`config.mk`:
```
export PLATFORM = sky130hd
export DESIGN_NAME = palette_dac_writer
export DESIGN_NICKNAME = d
export VERILOG_FILES = /design/src/rtl/palette_dac_writer.sv
export SDC_FILE = /design/constraint.sdc
export NUM_CORES = 1
export LEC_CHECK = 0
export CAP_MARGIN = 15
export CORE_UTILIZATION = 30
export CTS_BUF_LIST = sky130_fd_sc_hd__clkbuf_8
export CTS_CLUSTER_DIAMETER = 80
export DETAILED_ROUTE_END_ITERATION = 8
export GPL_ROUTABILITY_DRIVEN = 1
export MAX_ROUTING_LAYER = met4
export SYNTH_ARGS = -nofsm -noshare
export SYNTH_HDL_FRONTEND = slang
export SYNTH_SLANG_ARGS = --single-unit
```
`constraint.sdc`:
```
create_clock -name clk -period 1.7 [get_ports clk]
set_input_delay 0.34 -clock clk [delete_from_list [all_inputs] [get_ports clk]]
set_output_delay 0.34 -clock clk [all_outputs]
set_load 0.1 [all_outputs]
```
`src/rtl/palette_dac_writer.sv`:
```
// VGA-DAC-style palette writer: an index register plus a data register that
// collects R, G, B writes and emits one registered palette write per entry.
module palette_dac_writer #(
    parameter int DAC_BITS    = 6,
    parameter bit BLANK_GATED = 1'b0
) (
    input  logic       clk,
    input  logic       reset,
    input  logic       bus_wr,
    input  logic       bus_addr,
    input  logic [7:0] bus_data,
    output logic       bus_ready,
    input  logic       blank,
    output logic       write_enable,
    output logic [7:0] write_index,
    output logic [3:0] write_r,
    output logic [3:0] write_g,
    output logic [3:0] write_b,
    output logic [7:0] cur_index,
    output logic [1:0] phase
);

    localparam logic [1:0] PH_R    = 2'd0;
    localparam logic [1:0] PH_G    = 2'd1;
    localparam logic [1:0] PH_B    = 2'd2;
    localparam logic [1:0] PH_PEND = 2'd3;

    logic [3:0] red_q;
    logic [3:0] green_q;
    logic [3:0] nibble;
    logic       accept;
    logic       unused_bits;

    // Only the top four bits of the DAC-width field are significant.
    assign nibble      = bus_data[DAC_BITS-1 -: 4];
    assign accept      = bus_wr && bus_ready;
    assign unused_bits = ^bus_data;

    always_ff @(posedge clk) begin
        if (reset) begin
            phase        <= PH_R;
            cur_index    <= 8'd0;
            red_q        <= 4'd0;
            green_q      <= 4'd0;
            write_enable <= 1'b0;
            write_index  <= 8'd0;
            write_r      <= 4'd0;
            write_g      <= 4'd0;
            write_b      <= 4'd0;
            bus_ready    <= 1'b1;
        end else begin
            write_enable <= 1'b0;
            if (phase == PH_PEND) begin
                // Held entry leaves on the first blanking cycle.
                if (blank) begin
                    write_enable <= 1'b1;
                    phase        <= PH_R;
                    bus_ready    <= 1'b1;
                end
            end else if (accept) begin
                if (!bus_addr) begin
                    cur_index <= bus_data;
                    phase     <= PH_R;
                    red_q     <= 4'd0;
                    green_q   <= 4'd0;
                end else begin
                    case (phase)
                        PH_R: begin
                            red_q <= nibble;
                            phase <= PH_G;
                        end
                        PH_G: begin
                            green_q <= nibble;
                            phase   <= PH_B;
                        end
                        default: begin
                            write_index <= cur_index;
                            write_r     <= red_q;
                            write_g     <= green_q;
                            write_b     <= nibble;
                            cur_index   <= cur_index + 8'd1;
                            if (BLANK_GATED) begin
                                phase     <= PH_PEND;
                                bus_ready <= 1'b0;
                            end else begin
                                write_enable <= 1'b1;
                                phase        <= PH_R;
                            end
                        end
                    endcase
                end
            end
        end
    end

endmodule

```
==> results of run 1 <==
==> cells in the final DEF (no fill, tap or decap), drive strengths merged <==
| master | count |
|---|---|
| dfxtp | 39 |
| conb | 1 |
| nor3 | 3 |
| inv | 5 |
| o21ai | 9 |
| nor2 | 17 |
| clkbuf | 5 |
| a31o | 1 |
| nand4 | 3 |
| a21oi | 31 |
| nand3 | 4 |
| mux2i | 11 |
| a21boi | 2 |
| clkinvlp | 1 |
| o22ai | 3 |
| nand2 | 48 |
| clkdlybuf4s50 | 12 |
| nor2b | 1 |
| a211oi | 4 |
| or3 | 1 |
| a31oi | 1 |
| a21o | 1 |
| and3 | 2 |
| clkinv | 1 |
| ha | 1 |
| o32ai | 1 |
| buf | 44 |
| nand2b | 1 |
| and2 | 2 |
==> worst max-delay path: cells and delay by family <==
kind / cells / cell delay [ns]
muxes: 1 / 0.19
AOI/OAI and AO/OA: 1 / 0.13
buffers and inverters: 4 / 0.94
and+or+nand+nor: 1 / 0.06
==> stage by stage <==
stage | worst slack (ns) | cells | TNS [ns] | total power [mW]
global route | 0.0921 | 327 | 0 | 1.99
global placement | -0.0806 | 319 | -0.648 | 1.32
CTS | 0.197 | 327 | 0 | 1.93
finish | 0.218 | 327 | 0 | 1.91
detailed placement | -0.112 | 319 | -1.12 | 1.33
floorplan | 0.0313 | 206 | 0 | 1.19
==> how the worst min path moves through the flow <==
stage               startpoint          to
detailed placement  green_q[3]  write_g[3]
floorplan           green_q[0]  write_g[0]
finish              green_q[3]  write_g[3]
CTS                 green_q[3]  write_g[3]
global route          red_q[3]  write_r[3]
global placement      red_q[2]  write_r[2]
==> area by class of cell <==
| type | instances | area share (%) |
|---|---|---|
| clock buffers | 5 | 2.56 |
| clock inverters | 3 | 0.605 |
| inverters | 4 | 0.559 |
| multi-input cells | 148 | 30.8 |
| flip-flops and latches | 39 | 29.5 |
| well taps | 72 | 3.35 |
| repair buffers | 56 | 32.6 |
==> kinds of logic after synthesis <==
kind of cell	count (synthesis)	share of synthesized area [%]
muxes	11	6.40
DFF	39	45.4
buffers and inverters	19	6.84
other	1	0.218
adders and majority gates	1	0.727
AOI/OAI and AO/OA	53	20.3
and+or+nand+nor	82	20.1
==> routing by layer <==
| layer | vias up | part of all wire (%) |
|---|---|---|
| li1 | 792 | - |
| met1 | 706 | 45 |
| met2 | 46 | 47 |
| met3 | 5 | 5.9 |
| met4 | 0 | 1.4 |
| met5 | - | 0 |
==> flip-flops by register name (all words and copies together) (netlist names) <==
register	count
write_g	4
write_enable	1
write_index	8
cur_index	8
phase	2
write_r	4
green_q	4
write_b	4
red_q	4
==> power by group <==
| group | internal [mW] | switching (mW) | leakage (nW) |
|---|---|---|---|
| clock | 0.281 | 0.327 | 0.0453 |
| combinational | 0.141 | 0.192 | 0.640 |
| sequential | 0.934 | 0.0370 | 0.320 |
| total | 1.36 | 0.555 | 1.00 |
==> results.py, run 1 <==
metrics = {
    "floorplan": {
        "rows": 27,
        "start_util_pct": 31.2,
        "die_w_um": 77.7,
        "dieArea_um2": 6040,
        "coreArea_um2": 5510,
        "die_h_um": 77.7,
        "ioPinCount": 45,
    },
    "critical_path": {
        "cp-endpoint": "green_q[3]",
        "cpPeakStageDelay_ns": 0.49,
        "cpMaxStageDelayCell": "clkdlybuf4s50_1",
        "reg2regPathDepth": 5,
        "startpoint": "bus_addr",
        "r2r_end": "cur_index[6]",
        "cp_max_fo": 11,
        "path_cells": "clkdlybuf4s50_1 > buf_4 > inv_2 > o21ai_1 > buf_4 > mux2i_1 > nor2_1",
        "required_ns": 1.88,
        "cp_common_cell": "buf_4",
        "r2r_slack_ns": 0.31,
        "worst_setup_path_end_kind": "register",
        "critPathLaunchType": "input port",
        "r2r-start": "cur_index[0]",
        "crit_type": "in -> reg",
        "cp.arrival_ns": 1.67,
    },
    "synth": {
        "synth_top_area_cell": "dfxtp_1",
        "synth_common_cells": "nand2_1 (48), dfxtp_1 (39), a21oi_1 (28)",
        "syn_inst": 206,
        "yosys-top-cells-area": "dfxtp_1 (45%), nand2_1 (10%), a21oi_1 (8.1%)",
        "synth-async-reset-ratio_pct": 0,
        "ys_warn_count": 0,
        "ys_seq_area_share_pct": 45.4,
        "syn_area_um2": 1720,
        "synth_seq_cells": 39,
        "netlist-cell-type-count": 31,
        "synth_flop_cell": "dfxtp_1",
        "yosys.area.top_type_share_pct": 45.4,
        "avgSynthCellArea_um2": 8.35,
        "yosysMostFrequentCell": "nand2_1",
        "synth-edff-count": 0,
        "syn_nets": 220,
    },
    "power": {
        "p_leak_nw": 1.00,
        "ir_drop_v": 0.000324,
        "pwr_density_cell_nw_per_um2": 711,
    },
    "clocking": {
        "cts.hold.buffers_added": 0,
        "post_cts_resized": 0,
        "cts_tree": "built",
        "clk_latency_ns": 0.29,
        "cts_sinks": 39,
        "root_buffer": "clkbuf_8",
        "h-tree-depth": 2,
        "postCtsSetupBuffers": 0,
        "clockBufferDepth": 2,
        "numCtsBuffers": 5,
        "clk_pin_slew_worst_paths_ns": 0.07,
    },
    "sta": {
        "slew_violations": 0,
        "setup-violations-final": 0,
        "hold_viol_final": 0,
        "rsz0062_at_grt": "false",
        "holdWs_ns": 0.454,
        "fin_crit_ns": 1.48,
        "period_share_pct": 87.2,
        "finalClockSkew_ns": 0.00260,
        "clock.fmax_mhz": 675,
    },
    "grt": {
        "grt_pass1_wl_um": 6750,
        "grt_max_degree": 40,
        "grt.total_usage_pct": 14.7,
        "grt_pass1_vias": 1417,
        "overflow": 0,
        "use_met3_pct": 4.71,
        "met2_usage_pct": 22.5,
        "grt_use_met1_pct": 18.2,
        "grt.busiest_layer": "met2",
        "grt_antenna_before_repair": 0,
    },
    "routing": {
        "viasPerCell": 4.74,
        "drt_iter0_drc": 150,
        "wl_per_cell_um": 12.2,
        "vias": 1549,
        "drc": 0,
        "wl_um": 4000,
        "ant_nets": 0,
        "drt-pass1-iter-count": 4,
    },
    "cells_and_area": {
        "antenna-diode-count": 0,
        "num-nets-final": 268,
        "ff_latch_area_um2": 793,
        "n_fill_cell": 502,
        "drive_gt1_share_pct": 28.2,
        "multi_input_area_um2": 827,
        "final_util_pct": 48.8,
        "area_growth_pct": 56.1,
        "stdcell_area_um2": 2690,
    },
    "placement": {
        "gp_congestion": 0.777,
        "dpl_cell_area_um2": 2600,
        "io_buffer_count": 43,
        "place_hpwl_um": 2870,
    },
    "outcome": {
        "outcome": "finished, final reports clean",
    },
    "job": {
        "drv_cap": 0,
    },
    "hold_path": {
        "hold_path.class": "reg -> reg",
        "holdPathStages": 2,
    },
}
(Power assumes the default switching activity.)
==> run 2, diff against run 1 <==
ABC_AREA = 1   (was default)
==> results.py, run 2 <==
metrics = {
    "placement": {
        "io_buffer_count": 43,
        "place_hpwl_um": 2850,
        "gp_congestion": 0.864,
    },
    "clocking": {
        "clk_latency_ns": 0.29,
        "clockBufferDepth": 2,
        "h-tree-depth": 2,
        "cts_tree": "built",
        "cts_sinks": 39,
        "cts.hold.buffers_added": 0,
        "numCtsBuffers": 5,
        "root_buffer": "clkbuf_8",
        "post_cts_resized": 0,
        "postCtsSetupBuffers": 0,
        "clk_pin_slew_worst_paths_ns": 0.07,
    },
    "synth": {
        "netlist-cell-type-count": 22,
        "synth-async-reset-ratio_pct": 0,
        "synth_flop_cell": "dfxtp_1",
        "yosys.area.top_type_share_pct": 49.3,
        "synth_common_cells": "nor2_1 (42), dfxtp_1 (39), o21ai_0 (37)",
        "ys_warn_count": 0,
        "synth-edff-count": 0,
        "ys_seq_area_share_pct": 49.3,
        "syn_area_um2": 1590,
        "syn_nets": 228,
        "avgSynthCellArea_um2": 7.41,
        "syn_inst": 214,
        "synth_seq_cells": 39,
        "yosys-top-cells-area": "dfxtp_1 (49%), o21ai_0 (12%), nor2_1 (9.9%)",
        "yosysMostFrequentCell": "nor2_1",
        "synth_top_area_cell": "dfxtp_1",
    },
    "sta": {
        "setup-violations-final": 0,
        "hold_viol_final": 0,
        "holdWs_ns": 0.490,
        "period_share_pct": 83.4,
        "rsz0062_at_grt": "false",
        "clock.fmax_mhz": 705,
        "finalClockSkew_ns": 0.00834,
        "slew_violations": 0,
        "fin_crit_ns": 1.42,
    },
    "power": {
        "finalPower_mw": 2.16,
        "pwr_density_cell_nw_per_um2": 852,
        "p_leak_nw": 0.988,
        "ir_drop_v": 0.000383,
    },
    "cells_and_area": {
        "n_fill_cell": 494,
        "area_growth_pct": 60.0,
        "reg.largest.list": "cur_index: 8 flops, write_index: 8 flops",
        "antenna-diode-count": 0,
        "final_cell_mix": "nor2_1 (42), o21ai_0 (37), dfxtp_1 (33)",
        "ff_latch_area_um2": 788,
        "layout_commonest_cell": "nor2_1",
        "drive_gt1_share_pct": 23.6,
        "multi_input_area_um2": 707,
        "num-nets-final": 277,
    },
    "critical_path": {
        "cpPeakStageDelay_ns": 0.58,
        "startpoint": "bus_wr",
        "cp_max_fo": 7,
        "cp.arrival_ns": 1.60,
        "required_ns": 1.88,
        "crit_type": "in -> reg",
        "worst_setup_path_end_kind": "register",
        "cpMaxStageDelayCell": "clkdlybuf4s50_1",
        "r2r-start": "cur_index[1]",
        "critPathLaunchType": "input port",
        "path_cells": "clkdlybuf4s50_1 > nand2_2 > nor2_4 > o21ai_0 > o21ai_1 > a21oi_1",
    },
    "grt": {
        "grt.total_usage_pct": 16.4,
        "grt_pass1_wl_um": 6580,
        "grt_pass1_vias": 1416,
        "overflow": 0,
        "grt_max_degree": 32,
        "grt_antenna_before_repair": 0,
    },
    "floorplan": {
        "die_h_um": 74.7,
        "start_util_pct": 31.0,
        "coreArea_um2": 5110,
        "ioPinCount": 45,
        "rows": 26,
        "dieArea_um2": 5580,
        "die_w_um": 74.7,
    },
    "routing": {
        "drc": 0,
        "wl_um": 3800,
        "vias": 1535,
        "drt_iter0_drc": 95,
        "drt-pass1-iter-count": 4,
        "viasPerCell": 4.61,
        "ant_nets": 0,
        "wl_per_cell_um": 11.4,
    },
    "hold_path": {
        "hold_start": "red_q[2]",
        "hold_path.class": "reg -> reg",
    },
    "outcome": {
        "outcome": "finished, final reports clean",
    },
    "job": {
        "drv_cap": 0,
    },
}
run 2: cells by family after synthesis:
family	Yosys count	synth area share (%)
AND/OR/NAND/NOR	86	22.7
adder cells (fa/ha/maj)	1	0.789
buffers and inverters	22	6.16
flip-flops	39	49.3
AO/OA/AOI/OAI	65	20.9
other	1	0.237
run 2: layout make-up:
| type | count | share of cell area (%) |
|---|---|---|
| Clock buffer | 6 | 3.26 |
| Clock inverter | 1 | 0.197 |
| Inverter | 12 | 1.78 |
| Multi-Input combinational cell | 153 | 27.9 |
| Sequential cell | 39 | 31.1 |
| Tap cell | 70 | 3.45 |
| Timing Repair Buffer | 52 | 32.4 |
run 2: critical path, delay by kind of cell:
family | cells | cell delay, ns
simple gates | 2 | 0.31
buf+inv | 1 | 0.58
compound gates | 3 | 0.36
run 2: through the flow:
stage | worst slack, ns | cells | cell area (um^2) | util, % | TNS (ns)
finish | 0.283 | 333 | 2540 | 49.7 | 0
global route | 0.141 | 333 | 2540 | 49.7 | 0
CTS | 0.274 | 333 | 2540 | 49.7 | 0
detailed placement | -0.0410 | 326 | 2450 | 47.9 | -0.154
global placement | 0.0112 | 326 | 2450 | 47.9 | 0
floorplan | 0.00185 | 214 | 1590 | - | 0
run 2: routing by layer:
layer / vias up / GRT usage, % / share of wire, %
li1: 804 / - / -
met1: 685 / 19.9 / 47
met2: 40 / 25.5 / 46
met3: 6 / 4.69 / 5.4
met4: 0 / 6.92 / 1.8
met5: - / - / 0
run 2: final timing paths:
path	end	slack, ns	cells past startpoint
hold reg to reg	red_q[2]	0.49	2
setup reg to reg	cur_index[6]	0.43	7
hold / removal	red_q[2]	0.49	2
setup / recovery	cur_index[3]	0.28	6
run 2: report_power, final:
part           internal, mW  total, mW  switching [mW]
sequential            0.959       1.01          0.0497
combinational         0.188      0.524           0.335
clock                 0.318      0.628           0.310
total                  1.47       2.16           0.695
